--- config.mk ---
export PLATFORM = sky130hd
export DESIGN_NAME = traffic_light_ctrl
export DESIGN_NICKNAME = d
export VERILOG_FILES = /design/src/rtl/traffic_pkg.sv /design/src/rtl/traffic_light_ctrl_phase_timer.sv /design/src/rtl/traffic_light_ctrl.sv
export SDC_FILE = /design/constraint.sdc
export NUM_CORES = 1
export LEC_CHECK = 0
export BUFFER_PORTS_ARGS = -buffer_cell sky130_fd_sc_hd__buf_4
export CAP_MARGIN = 0
export CORE_MARGIN = 1
export CORE_UTILIZATION = 59
export CTS_CLUSTER_DIAMETER = 60
export DETAILED_ROUTE_END_ITERATION = 10
export HOLD_SLACK_MARGIN = 0.05
export PLACE_DENSITY = 0.86
export SKIP_CTS_REPAIR_TIMING = 1
export SYNTH_ARGS = -nofsm -noshare
export SYNTH_HDL_FRONTEND = slang
export SYNTH_HIERARCHICAL = 1
export SYNTH_SLANG_ARGS = --single-unit
--- constraint.sdc ---
create_clock -name clk -period 5.9 [get_ports clk]
set_input_delay 0.295 -clock clk [delete_from_list [all_inputs] [get_ports clk]]
set_output_delay 0.295 -clock clk [all_outputs]
set_load 0.02 [all_outputs]
--- src/rtl/traffic_pkg.sv ---
// Shared definitions for the two-road traffic light controller: state encoding,
// lamp bundle ordering and the phase-duration legality check.
package traffic_pkg;

   typedef enum logic [2:0] {
      ST_MAIN_GREEN  = 3'd0,
      ST_MAIN_YELLOW = 3'd1,
      ST_ALL_RED_A   = 3'd2,
      ST_SIDE_GREEN  = 3'd3,
      ST_SIDE_YELLOW = 3'd4,
      ST_ALL_RED_B   = 3'd5
`ifdef TRAFFIC_NIGHT_FLASH_EN
      ,
      ST_FLASH       = 3'd6
`endif
   } state_t;

   // Bit positions inside a per-road lamp bundle.
   localparam int LAMP_R = 0;
   localparam int LAMP_Y = 1;
   localparam int LAMP_G = 2;
   localparam int LAMP_W = 3;

   // A duration of D ticks loads D-1, so D may reach 2^cnt_w but never 0.
   function automatic logic dur_ok(input int unsigned dur, input int unsigned cnt_w);
      longint unsigned limit;
      limit = 64'd1 << cnt_w;
      return (dur >= 1) && (longint'(dur) <= limit);
   endfunction

endpackage

--- src/rtl/traffic_light_ctrl_phase_timer.sv ---
// Phase down-counter: loads a value on phase entry, decrements on tick and
// parks at zero until the next load.
module phase_timer #(
   parameter int               CNT_W   = 8,
   parameter logic [CNT_W-1:0] RST_VAL = '0
) (
   input  logic             clk,
   input  logic             reset,
   input  logic             tick,
   input  logic             load,
   input  logic [CNT_W-1:0] load_val,
   output logic             zero,
   output logic [CNT_W-1:0] count
);

   logic [CNT_W-1:0] count_reg;

   // Load wins over decrement so a phase change on a tick starts a full phase.
   always_ff @(posedge clk) begin
      if (reset) begin
         count_reg <= RST_VAL;
      end else if (load) begin
         count_reg <= load_val;
      end else if (tick && (count_reg != '0)) begin
         count_reg <= count_reg - 1'b1;
      end
   end

   assign zero  = (count_reg == '0);
   assign count = count_reg;

endmodule

--- src/rtl/traffic_light_ctrl.sv ---
// Two-road intersection controller with demand-driven side phase and pedestrian walk.
// Optional night flashing mode is compiled in with TRAFFIC_NIGHT_FLASH_EN.
module traffic_light_ctrl
   import traffic_pkg::*;
#(
   parameter int CNT_W      = 8,
   parameter int MIN_GREEN  = 8,
   parameter int SIDE_GREEN = 5,
   parameter int YELLOW     = 3,
   parameter int ALL_RED    = 2
) (
   input  logic clk,
   input  logic reset,
   input  logic tick,
   input  logic side_req,
   input  logic ped_req,
`ifdef TRAFFIC_NIGHT_FLASH_EN
   input  logic night_mode,
`endif
   output logic main_red,
   output logic main_yellow,
   output logic main_green,
   output logic side_red,
   output logic side_yellow,
   output logic side_green,
   output logic walk,
   output logic ped_wait
);

   localparam logic [CNT_W-1:0] LD_MG = CNT_W'(MIN_GREEN - 1);
   localparam logic [CNT_W-1:0] LD_SG = CNT_W'(SIDE_GREEN - 1);
   localparam logic [CNT_W-1:0] LD_Y  = CNT_W'(YELLOW - 1);
   localparam logic [CNT_W-1:0] LD_AR = CNT_W'(ALL_RED - 1);

   if (!dur_ok(MIN_GREEN, CNT_W)) begin : g_chk_mg
      $error("MIN_GREEN out of range for CNT_W");
   end
   if (!dur_ok(SIDE_GREEN, CNT_W)) begin : g_chk_sg
      $error("SIDE_GREEN out of range for CNT_W");
   end
   if (!dur_ok(YELLOW, CNT_W)) begin : g_chk_y
      $error("YELLOW out of range for CNT_W");
   end
   if (!dur_ok(ALL_RED, CNT_W)) begin : g_chk_ar
      $error("ALL_RED out of range for CNT_W");
   end

   state_t           state_reg, state_next;
   logic             side_pend_reg, ped_pend_reg, walk_latched_reg;
   logic             load, capture, accept, night_clear;
   logic [CNT_W-1:0] load_val;
   logic             timer_zero;
   logic [CNT_W-1:0] timer_count;
   logic [2:0]       main_lamp, side_lamp;

   phase_timer #(
      .CNT_W   (CNT_W),
      .RST_VAL (LD_AR)
   ) u_timer (
      .clk      (clk),
      .reset    (reset),
      .tick     (tick),
      .load     (load),
      .load_val (load_val),
      .zero     (timer_zero),
      .count    (timer_count)
   );

`ifdef TRAFFIC_NIGHT_FLASH_EN
   logic flash_ph_reg;

   assign night_clear = tick & night_mode;

   always_ff @(posedge clk) begin
      if (reset) begin
         flash_ph_reg <= 1'b0;
      end else if (night_clear) begin
         flash_ph_reg <= (state_reg == ST_FLASH) ? ~flash_ph_reg : 1'b0;
      end
   end
`else
   assign night_clear = 1'b0;
`endif

   always_ff @(posedge clk) begin
      if (reset) begin
         state_reg <= ST_ALL_RED_B;
      end else begin
         state_reg <= state_next;
      end
   end

   always_comb begin
      state_next = state_reg;
      load       = 1'b0;
      load_val   = LD_AR;
      capture    = 1'b0;
      if (tick) begin
         case (state_reg)
            ST_ALL_RED_B: if (timer_zero) begin
               state_next = ST_MAIN_GREEN;
               load       = 1'b1;
               load_val   = LD_MG;
            end
            // Main green only yields once its minimum has run and someone is waiting.
            ST_MAIN_GREEN: if (timer_zero && (side_pend_reg || ped_pend_reg)) begin
               state_next = ST_MAIN_YELLOW;
               load       = 1'b1;
               load_val   = LD_Y;
            end
            ST_MAIN_YELLOW: if (timer_zero) begin
               state_next = ST_ALL_RED_A;
               load       = 1'b1;
               load_val   = LD_AR;
            end
            ST_ALL_RED_A: if (timer_zero) begin
               state_next = ST_SIDE_GREEN;
               load       = 1'b1;
               load_val   = LD_SG;
               capture    = 1'b1;
            end
            ST_SIDE_GREEN: if (timer_zero) begin
               state_next = ST_SIDE_YELLOW;
               load       = 1'b1;
               load_val   = LD_Y;
            end
            ST_SIDE_YELLOW: if (timer_zero) begin
               state_next = ST_ALL_RED_B;
               load       = 1'b1;
               load_val   = LD_AR;
            end
            default: begin
               state_next = ST_ALL_RED_B;
               load       = 1'b1;
               load_val   = LD_AR;
            end
         endcase
`ifdef TRAFFIC_NIGHT_FLASH_EN
         if (night_mode) begin
            state_next = ST_FLASH;
            load       = 1'b0;
            capture    = 1'b0;
         end
`endif
      end
   end

   // Requests are ignored while the side road is already being served.
   assign accept = (state_reg != ST_SIDE_GREEN) && (state_reg != ST_SIDE_YELLOW);

   always_ff @(posedge clk) begin
      if (reset) begin
         side_pend_reg    <= 1'b0;
         ped_pend_reg     <= 1'b0;
         walk_latched_reg <= 1'b0;
      end else if (night_clear) begin
         side_pend_reg    <= 1'b0;
         ped_pend_reg     <= 1'b0;
         walk_latched_reg <= 1'b0;
      end else if (capture) begin
         side_pend_reg    <= 1'b0;
         ped_pend_reg     <= 1'b0;
         walk_latched_reg <= ped_pend_reg;
      end else if (accept) begin
         side_pend_reg    <= side_pend_reg | side_req;
         ped_pend_reg     <= ped_pend_reg | ped_req;
      end
   end

   always_comb begin
      main_lamp         = '0;
      side_lamp         = '0;
      main_lamp[LAMP_R] = 1'b1;
      side_lamp[LAMP_R] = 1'b1;
      case (state_reg)
         ST_MAIN_GREEN: begin
            main_lamp         = '0;
            main_lamp[LAMP_G] = 1'b1;
         end
         ST_MAIN_YELLOW: begin
            main_lamp         = '0;
            main_lamp[LAMP_Y] = 1'b1;
         end
         ST_SIDE_GREEN: begin
            side_lamp         = '0;
            side_lamp[LAMP_G] = 1'b1;
         end
         ST_SIDE_YELLOW: begin
            side_lamp         = '0;
            side_lamp[LAMP_Y] = 1'b1;
         end
`ifdef TRAFFIC_NIGHT_FLASH_EN
         ST_FLASH: begin
            main_lamp         = '0;
            side_lamp         = '0;
            main_lamp[LAMP_Y] = flash_ph_reg;
            side_lamp[LAMP_Y] = flash_ph_reg;
         end
`endif
         default: ;
      endcase
   end

   assign main_red    = main_lamp[LAMP_R];
   assign main_yellow = main_lamp[LAMP_Y];
   assign main_green  = main_lamp[LAMP_G];
   assign side_red    = side_lamp[LAMP_R];
   assign side_yellow = side_lamp[LAMP_Y];
   assign side_green  = side_lamp[LAMP_G];
   assign walk        = (state_reg == ST_SIDE_GREEN) & walk_latched_reg;
   assign ped_wait    = ped_pend_reg;

   a_no_conflict: assert property (@(posedge clk)
      !((main_green | main_yellow) & (side_green | side_yellow)));
   a_timer_zero: assert property (@(posedge clk)
      timer_zero == (timer_count == '0));

endmodule

==> results.sh, run 1 <==
export IMPL_timing_critical_path_buf_inv=1
export IMPL_placedInstanceArea_mm2=0.00103
export IMPL_fin_skew_ns=0.00177
export IMPL_detail_route_drc_violations=0
export IMPL_fmax_ghz=0.297
export IMPL_post_place_cells=147
export IMPL_track_usage_pct=25.1
export IMPL_cell_at_the_root_of_the_clock_tree="clkbuf_4"
export IMPL_drt_iter0_drc=50
export IMPL_timing_critical_path_max_delay_family="compound AO/OA/AOI/OAI gates"
export IMPL_worstHoldPathType="in2reg"
export IMPL_switch_share_pct=43.9
export IMPL_worst_slew_pin_slew_ns=0.903
export IMPL_setup_violations_final=0
export IMPL_buffer_ports_inserted=12
export IMPL_timing_setup_critical_path_class="reg2reg"
export IMPL_die_area_mm2=0.00174
export IMPL_min_period_over_period_pct=57.0
export IMPL_min_period_ns=3.36
export IMPL_synth_xor_xnor_area_share_pct=1.89
export IMPL_ys_async_sr_fraction_pct=0
export IMPL_wl_per_cell_um=13.5
export IMPL_grt_pass1_vias=803
export IMPL_worst_ep_arrival_time_ns=3.54
export IMPL_initial_utilization_pct=67.1
export IMPL_clock_tree_buffer_depth=2
export IMPL_worstPathRequired_ns=6.07
export IMPL_drt_pre_antenna_iters=4
export IMPL_outcome="completed"
export IMPL_pwr_density_cell_mw_per_mm2=455
export IMPL_clk_pin_slew_worst_paths_ns=0.09
export IMPL_comb_power_share_pct=49.7
export IMPL_slew_headroom_pct=39.8
export IMPL_post_synth_edffs=0
export IMPL_worst_skew_pair_late_latency_ns=0.28
export IMPL_clock_tree_from_tritoncts="done"
export IMPL_synth_seq_area_share_pct=30.2
export IMPL_end_kind="flop"
export IMPL_power_leakage_uw=0.000435
export IMPL_route_final_wire_length_mm=2.03
export IMPL_power_share_clock_pct=14.5
export IMPL_largest_register_ff_count=8
export IMPL_layout_common_cells="dfxtp_1, nor2_1, buf_4"
export IMPL_cts_htree_levels=1
export IMPL_intPower_uw=272
export IMPL_ioPinCount=13
export IMPL_vias=936
export IMPL_yosys_area_share_adder_pct=2.70
export IMPL_power_sequential_fraction_pct=35.9
export IMPL_layout_cells_most_common="dfxtp_1"
export IMPL_synth_compound_gate_area_share_pct=24.3
export IMPL_final_layout_size_suffix_gt1_share_pct=16.9
export IMPL_post_dp_hpwl_mm=1.42
export IMPL_nets=144
export IMPL_critical_path_cell_chain="or4_4, nor4_1, o21ai_0, a21oi_1, inv_1, o31a_1"
export IMPL_synth_simple_gate_area_share_pct=31.7
export IMPL_synth_top_family_by_area="simple AND/OR/NAND/NOR gates"
export IMPL_post_synth_inst_count=121
export IMPL_netlist_cell_type_count=40
export IMPL_layout_setup_ws_ns=2.54
export IMPL_max_cap_viol_count=0
export IMPL_number_of_nets_still_failing_antenna_checks_after_routing=0
export IMPL_stdcell_area_mm2=0.00107
export IMPL_postSynthRegisterBits=14
export IMPL_critPathMaxFanout=13
export IMPL_fraction_of_synthesized_area_in_multiplexers_pct=2.16
export IMPL_yosysWarningCount=6
export IMPL_ir_drop_v=0.000269
export IMPL_dieWidth_um=41.7
export IMPL_core_mm2=0.00138
export IMPL_worst_setup_path_start_kind="flop"
export IMPL_power_switching_uw=213
export IMPL_power_total_uw=486
export IMPL_cts_num_sinks=14
export IMPL_post_drt_via_cell_ratio=6.20
export IMPL_antennaDiodeCount=0
export IMPL_grt_first_pass_wirelength_mm=3.37
export IMPL_dieHeight_um=41.7
export IMPL_place_worst_setup_slack_ns=2.61
export IMPL_critical_path_slowest_cell="a21oi_1"
export IMPL_timing_critical_path_slowest_cell_delay_ns=0.74
export IMPL_grt_overflow_total=0
export IMPL_pin_count_of_the_biggest_net_entering_global_routing=19
export IMPL_postSynth_topFlopCell="dfxtp_1"
export IMPL_timing_max_transition_violations_final=0
export IMPL_timing_hold_violations_final=0
export IMPL_fp_row_count=13
export IMPL_syn_area_per_cell_um2=7.67
export IMPL_rsz0062_at_grt="no"
export IMPL_post_synth_instance_area_um2=928
export IMPL_place_gp_congestion=0.775
export IMPL_synthesis_to_layout_area_growth_pct=15.0
export IMPL_setup_tns_ns=0
export IMPL_stdcell_count=151
export IMPL_cts_buffers=3
export IMPL_antenna_violations_before_repair=0
==> final timing paths <==
kind	startpoint	to	slack, ns	cells past startpoint
setup / recovery	u_timer/count[2]	u_timer/count[0]	2.54	6
hold / removal	ped_req	ped_wait	0.31	3
setup reg to reg	u_timer/count[2]	u_timer/count[0]	2.54	6
hold reg to reg	walk_latched_reg	walk_latched_reg	0.49	2
==> area by class of cell <==
| cell class | instances | area [um2] |
|---|---|---|
| multi-input combinational | 95 | 601 |
| inverter | 11 | 41.3 |
| fill | 103 | 315 |
| sequential | 14 | 280 |
| clock buffer | 4 | 36.3 |
| timing repair buffer | 12 | 90.1 |
| tap | 15 | 18.8 |
==> through the flow <==
step / hold WS, ns / utilization, %
2_1_floorplan: 0.364 / -
3_5_place_dp: 0.482 / 74.6
6_report: 0.309 / 77.2
4_1_cts: 0.301 / 77.2
5_1_grt: 0.296 / 77.2
3_3_place_gp: 0.460 / 74.6
==> logic make-up after synthesis <==
family / Yosys count
buf+inv: 16
mux: 2
fa+ha+maj: 2
other cells: 1
flops: 14
compound gates: 33
xor+xnor: 2
simple gates: 51
==> cell usage after synthesis (3+ instances only) <==
master	number	area share (%)
or3_1	5	3.4
a311oi_1	3	2.8
or4_1	4	3.2
nor3b_1	3	2.4
nor2_1	13	5.3
o21ai_0	9	4.9
dfxtp_1	14	30
clkbuf_1	3	1.2
nand2_1	5	2.0
a21oi_1	10	5.4
nor3_1	5	2.7
inv_1	11	4.4
==> worst register-to-register path: stages (launching register included) <==
cell and delay (ns):
dfxtp_1 0.36, or4_4 0.59, nor4_1 0.69, o21ai_0 0.18
a21oi_1 0.74, inv_1 0.33, o31a_1 0.37
==> power by group through the flow <==
stage	sequential (uW)	combinational [uW]	clock, uW
2_1_floorplan	157	198	0
3_3_place_gp	173	227	0
3_5_place_dp	175	234	0
4_1_cts	173	238	72.7
5_1_grt	180	265	78.7
6_report	174	241	70.2
==> routing by layer <==
layer	global-route usage, %	vias up	wire length, um
met4	11.0	0	10
met3	8.26	2	108
li1	-	466	-
met1	32.6	430	986
met2	37.8	38	930
met5	0	-	0
No activity file was read; power rests on OpenSTA's default activity.
==> run 2: changes to the inputs <==
- CORE_UTILIZATION: 59 -> 55
- PLACE_DENSITY: 0.86 -> 0.81
- clock period: 5.9 -> 3.2 ns (I/O delays scaled with it)
==> run 2 against run 1 <==
  * Sequential cell count did not move
  * Total power rose by 82%
  * Setup slack got worse by 1.6 ns
  * Register-to-register slack got worse by 1.6 ns
  * Clock skew fell by 0.00087 ns
  * Utilization fell by 7.8 points
  * Combinational power rose by 91%
  * Via count fell by 1.1%
  * First-iteration DRC count fell by 42%
==> results.sh, run 2 (synthesis results as in run 1) <==
export IMPL_placedInstanceArea_mm2=0.00105
export IMPL_die_area_mm2=0.00186
export IMPL_outcome="completed"
export IMPL_core_mm2=0.00154
export IMPL_setup_violations_final=0
export IMPL_critical_path_slowest_cell="or4_4"
export IMPL_worst_ep_arrival_time_ns=2.47
export IMPL_layout_setup_ws_ns=0.911
export IMPL_vias=926
export IMPL_grt_first_pass_wirelength_mm=3.59
export IMPL_rsz0062_at_grt="no"
export IMPL_cts_num_sinks=14
export IMPL_whs_path_depth=3
export IMPL_cts_buffers=3
export IMPL_initial_utilization_pct=60.2
export IMPL_final_layout_size_suffix_gt1_share_pct=17.5
export IMPL_detail_route_drc_violations=0
export IMPL_post_drt_via_cell_ratio=6.05
export IMPL_ioPinCount=13
export IMPL_timing_max_transition_violations_final=0
export IMPL_place_gp_congestion=0.854
export IMPL_cp_num_cells=8
export IMPL_antenna_violations_before_repair=0
export IMPL_critPathMaxFanout=13
export IMPL_worst_path_most_repeated_cell="buf_4"
export IMPL_max_cap_viol_count=0
export IMPL_dieWidth_um=43.1
export IMPL_pin_count_of_the_biggest_net_entering_global_routing=19
export IMPL_drt_iter0_drc=29
export IMPL_timing_hold_violations_final=0
export IMPL_stdcell_area_mm2=0.00107
export IMPL_route_final_wire_length_mm=2.11
export IMPL_wl_per_cell_um=13.8
export IMPL_pwr_density_cell_mw_per_mm2=827
export IMPL_critical_path_cell_chain="or4_4, nor4_1, buf_4, o21ai_0, a21oi_1, buf_4, inv_1, o31a_1"
export IMPL_number_of_nets_still_failing_antenna_checks_after_routing=0
export IMPL_fp_row_count=14
export IMPL_drt_pre_antenna_iters=4
export IMPL_dieHeight_um=43.1
export IMPL_min_period_over_period_pct=71.5
export IMPL_layout_common_cells="dfxtp_1, buf_4, nor2_1"
export IMPL_antennaDiodeCount=0
export IMPL_fin_skew_ns=0.000900
export IMPL_ir_drop_v=0.000559
export IMPL_clk_pin_slew_worst_paths_ns=0.09
export IMPL_worstPathRequired_ns=3.38
export IMPL_number_of_cell_instances_on_the_worst_register_to_register_path=8
export IMPL_timing_critical_path_max_delay_family="simple AND/OR/NAND/NOR gates"
export IMPL_place_worst_setup_slack_ns=0.944
export IMPL_largest_register_ff_count=8
export IMPL_post_dp_hpwl_mm=1.51
export IMPL_timing_critical_path_slowest_cell_delay_ns=0.59
export IMPL_power_leakage_uw=0.000439
export IMPL_grt_pass1_vias=848
export IMPL_nets=146
export IMPL_end_kind="flop"
export IMPL_buffer_ports_inserted=12
export IMPL_final_core_utilization_pct=69.4
export IMPL_grt_overflow_total=0
export IMPL_clock_tree_from_tritoncts="done"
export IMPL_worstHoldPathType="in2reg"
export IMPL_clock_tree_buffer_depth=2
export IMPL_slew_headroom_pct=64.7
export IMPL_fmax_ghz=0.437
export IMPL_cts_htree_levels=1
export IMPL_synthesis_to_layout_area_growth_pct=15.2
export IMPL_timing_setup_critical_path_class="reg2reg"
export IMPL_min_period_ns=2.29
export IMPL_worst_skew_pair_late_latency_ns=0.28
export IMPL_track_usage_pct=25.6
export IMPL_setup_tns_ns=0
export IMPL_worst_slew_pin_slew_ns=0.528
export IMPL_timing_critical_path_buf_inv=3
export IMPL_worst_setup_path_start_kind="flop"
export IMPL_cell_at_the_root_of_the_clock_tree="clkbuf_4"
run 2: power breakdown:
group          switching, uW  total, uW  internal [uW]
Combinational            246        460            214
Sequential              88.1        321            233
Clock                   60.0        104           43.7
Total                    394        885            491
run 2: final cells by class:
| type | count | area, um2 |
|---|---|---|
| multi-input cells | 95 | 601 |
| fillers | 136 | 472 |
| well taps | 16 | 20.0 |
| inverters | 11 | 41.3 |
| flip-flops and latches | 14 | 280 |
| repair buffers | 14 | 105 |
| clock buffers | 3 | 22.5 |
run 2: worst paths after layout:
| path | from | end | slack, ns |
|---|---|---|---|
| setup / recovery | u_timer/count[2] | u_timer/count[0] | 0.91 |
| hold reg to reg | walk_latched_reg | walk_latched_reg | 0.51 |
| hold / removal | side_req | side_pend_reg | 0.17 |
| setup reg to reg | u_timer/count[2] | u_timer/count[0] | 0.91 |
run 2: routing by layer:
layer / vias to the layer above / share of wire [%] / track usage, % / routed length [um]
met5: - / 0 / 0 / 0
li1: 466 / - / - / -
met1: 434 / 49 / 33.1 / 1030
met3: 6 / 3.6 / 3.83 / 76
met4: 0 / 2.2 / 13.3 / 47
met2: 20 / 45 / 40.6 / 951
run 2: through the flow:
stage / hold slack (ns) / instances / total power [uW]
after global placement: 0.457 / 150 / 759
after detailed placement: 0.462 / 150 / 782
after CTS: 0.164 / 153 / 886
after floorplan: 0.229 / 125 / 655
final: 0.166 / 153 / 885
after global routing: 0.186 / 153 / 956
run 2: worst min-delay path: stages:
cell	delay [ns]
buf_4	0.08
a31oi_1	0.06
nor3_1	0.11
==> run 3: changes to the inputs <==
- clock period: 3.2 -> 2.2 ns (I/O delays scaled with it)
==> run 3 against run 2 <==
  * Combinational power is 72% higher
  * Clock power is 86% higher
  * Critical path depth is 1 higher
  * Setup slack worse by 0.78 ns
  * First-iteration DRC count is 14% lower
  * Largest power group unchanged
  * Final cell count is 3.3% higher
  * Total power is 61% higher
  * Via count is 0.11% lower
  * Worst hold slack worse by 0.065 ns
==> results.sh, run 3 (synthesis results as in run 1) <==
export IMPL_outcome="completed"
export IMPL_core_mm2=0.00154
export IMPL_clock_tree_buffer_depth=2
export IMPL_min_period_ns=2.07
export IMPL_wl_per_cell_um=13.7
export IMPL_cell_at_the_root_of_the_clock_tree="clkbuf_4"
export IMPL_pin_count_of_the_biggest_net_entering_global_routing=19
export IMPL_setup_reg_to_reg_worst_slack_ns=0.13
export IMPL_antennaDiodeCount=0
export IMPL_worst_setup_path_start_kind="flop"
export IMPL_end_kind="flop"
export IMPL_dieWidth_um=43.1
export IMPL_worstPathRequired_ns=2.41
export IMPL_worst_skew_pair_late_latency_ns=0.29
export IMPL_buffer_ports_inserted=12
export IMPL_timing_setup_critical_path_class="reg2reg"
export IMPL_number_of_cell_instances_on_the_worst_register_to_register_path=9
export IMPL_die_area_mm2=0.00186
export IMPL_r2r_end="u_timer/count[1]"
export IMPL_clock_tree_from_tritoncts="done"
export IMPL_vias=925
export IMPL_post_dp_hpwl_mm=1.55
export IMPL_post_place_cells=153
export IMPL_layout_cells_most_common="buf_4"
export IMPL_reg2reg_from="u_timer/count[0]"
export IMPL_nets=150
export IMPL_critical_path_cell_chain="inv_1, ha_1, inv_1, nor4_4, o21ai_0, a21oi_2, buf_4, or4_1, o211ai_1"
export IMPL_whs_path_depth=3
export IMPL_track_usage_pct=26.7
export IMPL_timing_critical_path_slowest_cell_delay_ns=0.52
export IMPL_worst_ep_arrival_time_ns=2.29
export IMPL_timing_max_transition_violations_final=0
export IMPL_layout_common_cells="buf_4, dfxtp_1, nor2_1"
export IMPL_final_layout_size_suffix_gt1_share_pct=22.5
export IMPL_fmax_ghz=0.482
export IMPL_initial_utilization_pct=60.2
export IMPL_min_period_over_period_pct=94.3
export IMPL_cts_buffers=3
export IMPL_drt_iter0_drc=25
export IMPL_nFillCells=126
export IMPL_clk_pin_slew_worst_paths_ns=0.10
export IMPL_cts_htree_levels=1
export IMPL_synthesis_to_layout_area_growth_pct=22.0
export IMPL_timing_hold_worst_endpoint="ped_wait"
export IMPL_pwr_density_cell_mw_per_mm2=1250
export IMPL_grt_first_pass_wirelength_mm=3.64
export IMPL_ioPinCount=13
export IMPL_timing_hold_violations_final=0
export IMPL_grt_pass1_vias=824
export IMPL_slew_headroom_pct=66.7
export IMPL_antenna_violations_before_repair=0
export IMPL_worst_path_most_repeated_cell="inv_1"
export IMPL_final_core_utilization_pct=73.5
export IMPL_grt_overflow_total=0
export IMPL_worst_slew_pin_slew_ns=0.498
export IMPL_largest_register_ff_count=8
export IMPL_fp_row_count=14
export IMPL_power_leakage_uw=0.000467
export IMPL_route_final_wire_length_mm=2.16
export IMPL_ir_drop_v=0.000865
export IMPL_drt_pre_antenna_iters=4
export IMPL_cts_num_sinks=14
export IMPL_critPathMaxFanout=12
export IMPL_dieHeight_um=43.1
export IMPL_post_drt_via_cell_ratio=5.85
export IMPL_setup_tns_ns=0
export IMPL_critical_path_slowest_cell="or4_1"
export IMPL_detail_route_drc_violations=0
export IMPL_worstHoldPathType="in2reg"
export IMPL_place_gp_congestion=0.893
export IMPL_stdcell_count=158
export IMPL_max_cap_viol_count=0
export IMPL_fin_skew_ns=0.0100
export IMPL_setup_violations_final=0
export IMPL_number_of_nets_still_failing_antenna_checks_after_routing=0
export IMPL_holdCritStartpoint="ped_req"
export IMPL_timing_hold_ws_ns=0.101
==> run 3: changes by cell type in the layout (fill, tap and decap cells not counted) <==
| cell | delta |
|---|---|
| buf_4 | +4 |
| a21oi_1 | -1 |
| a21oi_2 | +1 |
| clkbuf_8 | +1 |
| inv_1 | -1 |
| inv_2 | +1 |
| nor4_1 | -1 |
| nor4_4 | +1 |
==> run 3: how the worst max path moves through the flow <==
stage                           startpoint               end  slack (ns)  cells past startpoint
after floorplan           u_timer/count[5]  u_timer/count[0]        0.02                      7
final                     u_timer/count[0]  u_timer/count[1]        0.13                      9
after global placement    u_timer/count[5]  u_timer/count[0]        0.15                      8
after detailed placement  u_timer/count[5]  u_timer/count[0]        0.05                      8
after CTS                 u_timer/count[5]  u_timer/count[0]        0.03                      8
after global routing      u_timer/count[3]  u_timer/count[0]      -0.004                      8
==> run 3: per-stage QoR <==
stage          instance area, um2  total power (uW)  setup WS (ns)
6_report                     1130              1420          0.126
5_1_grt                      1130              1530       -0.00436
4_1_cts                      1120              1400         0.0342
3_5_place_dp                 1080              1200         0.0505
3_3_place_gp                 1080              1170          0.154
2_1_floorplan                 962               997         0.0232
==> run 3: worst max-delay path: cells and delay by family, from the launching register on <==
family	cells	cell delay, ns
simple gates	2	0.60
buf+inv	3	0.43
compound gates	3	0.38
flops	1	0.37
fa+ha+maj	1	0.22
==> run 3: report_power, final <==
part           internal [uW]  total [uW]  switching (uW)
sequential               339         439            99.4
clock                    101         193            91.7
combinational            361         790             429
==> run 3: final cells by class <==
class	count	area, um2	share of cell area, %
repair buffers	18	135	11.9
inverters	11	41.3	3.65
well taps	16	20.0	1.77
multi-input cells	95	619	54.7
clock buffers	4	36.3	3.20
flip-flops and latches	14	280	24.8
==> run 3: metal layers <==
metal,wire (um),share of wire (%),track usage (%),vias up
met5,0,0,0,-
met3,122,5.7,5.53,4
met4,38,1.8,12.7,0
li1,-,-,-,476
met2,1020,47,42.4,35
met1,971,45,34.1,410
